## src/rtl/inst_encoder.sv

```systemverilog
// RV32I field-to-word encoder: packs decoded instruction fields into a 32-bit word,
// tags it with a sequential byte address and queues it in a 2-entry output buffer.
module inst_encoder #(
    parameter int ADDR_W    = 16,
    parameter int BASE_ADDR = 0
) (
    input  logic              clk,
    input  logic              rst_n,
    input  logic              in_valid,
    output logic              in_ready,
    input  logic [4:0]        in_opcode,
    input  logic [2:0]        in_func3,
    input  logic              in_func7,
    input  logic [4:0]        in_rs1,
    input  logic [4:0]        in_rs2,
    input  logic [4:0]        in_rd,
    input  logic [31:0]       in_imm,
    input  logic              in_last,
    output logic              out_valid,
    input  logic              out_ready,
    output logic [31:0]       out_inst,
    output logic [ADDR_W-1:0] out_addr,
    output logic              out_last,
    output logic              err_illegal,
    output logic              done
);

    localparam logic [ADDR_W-1:0] BASE  = ADDR_W'(BASE_ADDR);
    localparam logic [ADDR_W-1:0] STEP  = ADDR_W'(4);
    localparam logic [31:0]       NOP   = 32'h0000_0013;

    localparam logic [4:0] OP_LOAD   = 5'b00000;
    localparam logic [4:0] OP_IMM    = 5'b00100;
    localparam logic [4:0] OP_AUIPC  = 5'b00101;
    localparam logic [4:0] OP_STORE  = 5'b01000;
    localparam logic [4:0] OP_REG    = 5'b01100;
    localparam logic [4:0] OP_LUI    = 5'b01101;
    localparam logic [4:0] OP_BRANCH = 5'b11000;
    localparam logic [4:0] OP_JALR   = 5'b11001;
    localparam logic [4:0] OP_JAL    = 5'b11011;
    localparam logic [4:0] OP_SYSTEM = 5'b11100;

    logic [31:0]       enc_inst;
    logic              enc_illegal;
    logic [6:0]        enc_op;

    logic [31:0]       fifo_inst_q [2];
    logic [31:0]       fifo_inst_d [2];
    logic [ADDR_W-1:0] fifo_addr_q [2];
    logic [ADDR_W-1:0] fifo_addr_d [2];
    logic              fifo_last_q [2];
    logic              fifo_last_d [2];

    logic              wr_ptr_q, wr_ptr_d;
    logic              rd_ptr_q, rd_ptr_d;
    logic [1:0]        count_q, count_d;
    logic [ADDR_W-1:0] addr_q, addr_d;
    logic              err_q, err_d;
    logic              done_q, done_d;

    logic              push;
    logic              pop;
    logic              head_sel;

    // Field packing; unused fields of a format never reach the word.
    always_comb begin
        enc_op      = {in_opcode, 2'b11};
        enc_inst    = NOP;
        enc_illegal = 1'b0;
        case (in_opcode)
            OP_REG: begin
                enc_inst = {1'b0, in_func7, 5'b00000, in_rs2, in_rs1, in_func3, in_rd, enc_op};
            end
            OP_IMM: begin
                if (in_func3 == 3'b001 || in_func3 == 3'b101) begin
                    enc_inst = {1'b0, in_func7, 5'b00000, in_imm[4:0], in_rs1, in_func3, in_rd, enc_op};
                end else begin
                    enc_inst = {in_imm[11:0], in_rs1, in_func3, in_rd, enc_op};
                end
            end
            OP_LOAD, OP_JALR, OP_SYSTEM: begin
                enc_inst = {in_imm[11:0], in_rs1, in_func3, in_rd, enc_op};
            end
            OP_STORE: begin
                enc_inst = {in_imm[11:5], in_rs2, in_rs1, in_func3, in_imm[4:0], enc_op};
            end
            OP_BRANCH: begin
                enc_inst = {in_imm[12], in_imm[10:5], in_rs2, in_rs1, in_func3,
                            in_imm[4:1], in_imm[11], enc_op};
            end
            OP_LUI, OP_AUIPC: begin
                enc_inst = {in_imm[31:12], in_rd, enc_op};
            end
            OP_JAL: begin
                enc_inst = {in_imm[20], in_imm[10:1], in_imm[11], in_imm[19:12], in_rd, enc_op};
            end
            default: begin
                enc_inst    = NOP;
                enc_illegal = 1'b1;
            end
        endcase
    end

    assign in_ready = (count_q < 2'd2);
    assign push     = in_valid && in_ready;
    assign pop      = out_valid && out_ready;

    // When empty, the head slot is the one just vacated, so out_* keep the last popped word.
    assign head_sel    = (count_q == 2'd0) ? ~rd_ptr_q : rd_ptr_q;
    assign out_valid   = (count_q != 2'd0);
    assign out_inst    = fifo_inst_q[head_sel];
    assign out_addr    = fifo_addr_q[head_sel];
    assign out_last    = fifo_last_q[head_sel];
    assign err_illegal = err_q;
    assign done        = done_q;

    always_comb begin
        fifo_inst_d = fifo_inst_q;
        fifo_addr_d = fifo_addr_q;
        fifo_last_d = fifo_last_q;
        wr_ptr_d    = wr_ptr_q;
        rd_ptr_d    = rd_ptr_q;
        count_d     = count_q;
        addr_d      = addr_q;
        err_d       = err_q;
        done_d      = done_q;

        if (push) begin
            fifo_inst_d[wr_ptr_q] = enc_inst;
            fifo_addr_d[wr_ptr_q] = addr_q;
            fifo_last_d[wr_ptr_q] = in_last;
            wr_ptr_d              = ~wr_ptr_q;
            addr_d                = in_last ? BASE : addr_q + STEP;
            err_d                 = err_q | enc_illegal;
            done_d                = 1'b0;
        end

        if (pop) begin
            rd_ptr_d = ~rd_ptr_q;
            if (out_last) begin
                done_d = 1'b1;
            end
        end

        case ({push, pop})
            2'b10:   count_d = count_q + 2'd1;
            2'b01:   count_d = count_q - 2'd1;
            default: count_d = count_q;
        endcase
    end

    generate
        for (genvar gi = 0; gi < 2; gi++) begin : g_slot
            always_ff @(posedge clk or negedge rst_n) begin
                if (!rst_n) begin
                    fifo_inst_q[gi] <= '0;
                    fifo_addr_q[gi] <= '0;
                    fifo_last_q[gi] <= 1'b0;
                end else begin
                    fifo_inst_q[gi] <= fifo_inst_d[gi];
                    fifo_addr_q[gi] <= fifo_addr_d[gi];
                    fifo_last_q[gi] <= fifo_last_d[gi];
                end
            end
        end
    endgenerate

    always_ff @(posedge clk or negedge rst_n) begin
        if (!rst_n) begin
            wr_ptr_q <= 1'b0;
            rd_ptr_q <= 1'b0;
            count_q  <= 2'd0;
            addr_q   <= BASE;
            err_q    <= 1'b0;
            done_q   <= 1'b0;
        end else begin
            wr_ptr_q <= wr_ptr_d;
            rd_ptr_q <= rd_ptr_d;
            count_q  <= count_d;
            addr_q   <= addr_d;
            err_q    <= err_d;
            done_q   <= done_d;
        end
    end

endmodule
```

## config.mk

```make
export PLATFORM = sky130hd
export DESIGN_NAME = inst_encoder
export DESIGN_NICKNAME = d
export VERILOG_FILES = /design/src/rtl/inst_encoder.sv
export SDC_FILE = /design/constraint.sdc
export NUM_CORES = 1
export LEC_CHECK = 0
export ABC_AREA = 1
export ABC_CLOCK_PERIOD_IN_PS = 4210
export BUFFER_PORTS_ARGS = -buffer_cell sky130_fd_sc_hd__buf_2
export CORE_MARGIN = 1
export CORE_UTILIZATION = 55
export CTS_BUF_LIST = sky130_fd_sc_hd__clkbuf_8
export DETAILED_ROUTE_END_ITERATION = 12
export GPL_TIMING_DRIVEN = 0
export PLACE_DENSITY = 0.8
export SYNTH_ARGS = -nofsm -noshare
export SYNTH_HDL_FRONTEND = slang
export SYNTH_SLANG_ARGS = --single-unit
```

## constraint.sdc

```tcl
create_clock -name clk -period 4.21 [get_ports clk]
set_clock_uncertainty 0.05 [all_clocks]
set_input_delay 0.2105 -clock clk [delete_from_list [all_inputs] [get_ports clk]]
set_output_delay 0.2105 -clock clk [all_outputs]
set_load 0.01 [all_outputs]
```

-- After elaboration in Yosys (flattened, before gate mapping)
Cells that the tools add are included.
- mux-type cells: 27
- add/subtract/negate cells: 3
- div/mod/pow operators: 0
- shift-type cells: 0
- bitwise operators: 5
- equal/unequal tests: 13
- multiply operators: 0
- reduce and logical (&&, ||, !) cells: 11
- $lt $le $gt $ge: 4
- operator list (kind ; number):
    $pmux W32 S7 ; 1
    $mux W32 ; 5
    $mux W16 ; 5
    $bwmux W64 ; 1
    $bwmux W32 ; 1
    $demux W32 S1 ; 1
    $eq A5 B5 Y1 const B ; 4
    $add A16 B3 Y16 const B ; 1
    $demux W16 S1 ; 1
    $eq A5 B4 Y1 const B ; 3
    $eq A5 B3 Y1 const B ; 2
    $reduce_or A10 Y1 ; 1
    $mux W1 ; 9
    $logic_not A5 Y1 ; 1
    $ge A2 B2 Y1 const B ; 2
    $not A1 Y2 ; 2
    $pmux W2 S2 ; 1
    $reduce_bool A2 Y1 ; 2
    $eq A3 B1 Y1 const B ; 1
    $eq A3 B3 Y1 const B ; 1
    $logic_and A1 B1 Y1 ; 3
    $reduce_or A3 Y1 ; 1
    $add A2 B1 Y2 const B ; 1
    $bwmux W2 ; 1
    11 further kinds ; 12
- bits in registers: 120
- ROM bits: 0
- logic and storage cells: 75
- memories: 0
- latch bits: 0
- output and inout bits: 53
- memory bits (writable): 0

-- Logic depth before layout (Yosys ltp)
- depth in word-level cells: 8
- gate-level depth with buffers: 11
- mapped depth without buffers: 11

-- Worst setup path after synthesis
Ideal clock, no wire load.
- path kind: register to output
- start point: register count_q[0]
- end point: output port out_inst[1]
- setup slack: 2.503 ns
- arrival time: 1.446 ns
- cell stages (with the launch flop): 8
- buffers on the path: 3
- required time: 3.949 ns
- cells stage by stage: dfrtp_1 -> nor2_2 -> xor2_1 -> buf_4 -> buf_4 -> nand2_1 -> o21ai_0 -> buf_4
- word-level cells in the longest chain between the ends: 6
- RTL lines (element ; RTL line ; text):
    start: declaration ; 56 ; logic [1:0] count_q, count_d;
    start signal: assignment ; 179 ; count_q <= count_d;
    $logic_not A2 Y1 ; 109 ; assign head_sel = (count_q == 2'd0) ? ~rd_ptr_q : rd_ptr_q;
    $mux W1 ; 109 ;
    $not A1 Y2 (implied by the code) ; 111 ; assign out_inst = fifo_inst_q[head_sel];
    $mux W32 (implied by the code) (3 in series) ; 111 ;
    end: declaration ; 21 ; output logic [31:0] out_inst,
Every way passes these cells. The select of a mux whose other input is x is not followed.

-- Final worst setup path
- start point: register count_q[0]
- end point: output port out_addr[14]
- word-level cells in the longest chain between the ends: 6
- RTL lines (element ; RTL line ; text):
    $logic_not A2 Y1 ; 109 ;
    $mux W1 ; 109 ;
    $not A1 Y2 (implied by the code) ; 112 ; assign out_addr = fifo_addr_q[head_sel];
    $mux W16 (implied by the code) (3 in series) ; 112 ;
    end: declaration ; 22 ; output logic [ADDR_W-1:0] out_addr,
Every way passes these cells. The select of a mux whose other input is x is not followed.

==> impl_metrics.ini <==
[run_status]
status = finished clean

[yosys]
syn_inst = 750
async_flop_share = 1.000
avgSynthCellArea_sq_um = 7.646
ys_seq_elements = 112
yosysMostFrequentCell = nand2_1
yosysSeqAreaShare = 0.4888
synth_warnings = 0
synth_edf_count = 0
ys_types = 34
netlist.area_leader.share = 0.4888
synthFlopType = dfrtp_1
synth_common_cells = nand2_1, dfrtp_1, o21ai_0
synth_area_sq_um = 5734
synthTopCellsByArea = dfrtp_1, nand2_1, o21ai_0, mux2_2, inv_1
synth_area_leader_cell = dfrtp_1

[worst_hold_path]
worstHoldPathCells = 5
min_to = fifo_inst_q[58]$_DFFE_PN0P_
min_from = in_imm[6]
hold_class = input port to flip-flop

[timing]
max_freq_mhz = 399.4
fin_crit_sh = 0.5947
whs_ns = 0.06282
relSlewSlack = 0.5619
setup_viol = 0
min_period_ns = 2.504
drv_slew = 0
hold_violations = 0
timing.setup.tns_ns = 0
worst_pin_slew_ns = 0.6572
rsz0062_at_grt = false

[clocking]
cts-root-buf = clkbuf_8
clkLatencyLatePin_ns = 0.40
cts_tree = done
cts.path.max_buffers = 2
cts_hold_buf = 2
clk_pin_slew_ns = 0.11
htree_levels = 3
cts_made_buffers = 9
post_cts_buffers = 0
cts_resized = 0
clkSinkCount = 112

[routing]
vias_per_cell = 5.312
drtIter0Drc = 310
firstDrtPassIters = 4
ant_nets = 0
route.detailed.drc = 0
vias = 5386
wl_per_cell_microns = 14.84
finalWirelength_mm = 15.05

[worst_setup_path]
worstPathMaxFanout = 10
crit_type = flip-flop to output port
reg2regPathDepth = 5
cp_slowest_stage_delay_ns = 0.44
cpLargestDelayFamily = buffers and inverters
end_kind = output port
worst_path_max_delay_cell = dfrtp_1
cp-start-kind = flip-flop
worstReg2RegEnd = fifo_addr_q[4]$_DFFE_PN0P_
r2r_slack_ns = 2.33
worstPathArrival_ns = 2.24
critPathRequiredTime_ns = 3.95
crit_buf_inv = 3
crit_chain = nor2_2 > xor2_1 > buf_4 > clkbuf_1 > o21ai_0 > buf_2
rr_startpoint = count_q[1]$_DFFE_PN0P_

[finish]
nets = 939
fillCellCount = 871
area_delta_synth_final_pct = 17.30
fin_area_sq_um = 6726
drive_above_1_share = 0.2123
diodes = 0

[placement]
post-dp-hpwl_mm = 10.93
io_buffers = 111
place_area_sq_um = 6490
gp_congestion = 0.8693

[global_routing]
antenna_found_initial = 0
grt_pass1_wl_mm = 25.02
first_global_vias = 5324
grt-ovfl-total = 0
grt_max_degree = 66
grtUsageTotal = 0.2905

[floorplanning]
fp.dieArea_sq_um = 10840
die_x_microns = 104.1
core_sq_um = 9955
start_util = 0.5760
boundaryPins = 114
fp.dieH_microns = 104.1
rows = 36

[pwr]
ir_drop_mv = 0.5171
p_total_mw = 4.285
power.leakage_nw = 3.699
cellPowerDensity_nw_per_um2 = 637.1

[run]
max-cap-violations = 0
==> placed cells by master, fill, tap and decap left out, types with 2 or more instances in the layout <==
cell type | synthesis | final
nor3_1 | 3 | 3
ha_1 | 2 | 2
a22oi_1 | 4 | 4
dfrtp_1 | 112 | 112
nand2_2 | 2 | 2
conb_1 | 1 | 2
mux2_2 | 26 | 26
o21ai_0 | 69 | 69
nor2_2 | 6 | 6
clkbuf_1 | 13 | 13
o21ai_1 | 8 | 8
clkinvlp_4 | 0 | 2
a21oi_1 | 11 | 11
nand2_1 | 333 | 333
buf_1 | 4 | 4
nor2_1 | 33 | 33
nand3_1 | 19 | 19
inv_2 | 3 | 3
xor2_1 | 5 | 5
clkbuf_8 | 0 | 10
buf_2 | 6 | 116
buf_4 | 8 | 9
dlygate4sd3_1 | 0 | 2
nand4_1 | 9 | 9
inv_1 | 61 | 61
==> tightest hold or removal path, stage by stage <==
cell     delay, ns
buf_2         0.07
nand2_1       0.04
nand2_1       0.07
nand2_1       0.05
nand2_1       0.05
==> final cells by class <==
class	count	area, sq um	share of cell area
sequential	112	2803	0.4167
multi-input combinational	543	2530	0.3761
timing repair buffer	114	605.6	0.09003
inverter	64	240.2	0.03571
tap	133	166.4	0.02474
buffer	32	165.2	0.02455
clock buffer	10	137.6	0.02046
clock inverter	6	78.83	0.01172
==> stage by stage <==
step / setup slack, ns / instances / util
floorplan: 2.503 / 751 / -
global placement: 1.665 / 995 / 0.6489
detailed placement: 2.177 / 996 / 0.6520
CTS: 1.708 / 1014 / 0.6757
global route: 1.514 / 1014 / 0.6757
finish: 1.706 / 1014 / 0.6757
==> logic make-up after synthesis <==
logic type               after synthesis  share of synthesized area
adder cells (fa/ha/maj)                2                   0.004363
other                                  1                  0.0006540
XOR/XNOR                               6                   0.009164
AO/OA/AOI/OAI                         95                    0.08619
AND/OR/NAND/NOR                      412                     0.2891
buffers and inverters                 96                    0.07070
flip-flops                           112                     0.4888
multiplexers                          26                    0.05106
==> how the worst max path moves through the flow <==
stage                                      start                           to  slack, ns  cells after the start
after floorplan           count_q[0]$_DFFE_PN0P_                  out_inst[1]       2.50                      7
after global placement                     rst_n  fifo_inst_q[16]$_DFFE_PN0P_       1.66                      1
after detailed placement  count_q[0]$_DFFE_PN0P_                 out_addr[14]       2.18                      6
after CTS                 count_q[0]$_DFFE_PN0P_                 out_addr[14]       1.71                      6
after global routing      count_q[0]$_DFFE_PN0P_                 out_addr[14]       1.51                      6
final                     count_q[0]$_DFFE_PN0P_                 out_addr[14]       1.71                      6
==> metal layers <==
metal / vias up / wire length [microns] / GRT usage
met4: 0 / 331 / 0.1224
met5: - / 0 / 0
met2: 160 / 7108 / 0.4667
li1: 2600 / - / -
met1: 2596 / 6806 / 0.3865
met3: 30 / 802 / 0.05514
==> flip-flops by register name, summed over array words and instances (netlist names) <==
name / flops
fifo_inst_q: 62
fifo_addr_q: 28
addr_q: 14
count_q: 2
fifo_last_q: 2
done: 1
err_illegal: 1
rd_ptr_q: 1
wr_ptr_q: 1
==> power by group <==
group / leakage [nW] / switching, mW / total (mW) / internal, mW
Clock: 0.102 / 0.391 / 0.690 / 0.299
Sequential: 1.48 / 0.198 / 1.65 / 1.45
Combinational: 2.11 / 1.17 / 1.95 / 0.775
Total: 3.70 / 1.76 / 4.29 / 2.52
Power figures use the tool's default switching activity.
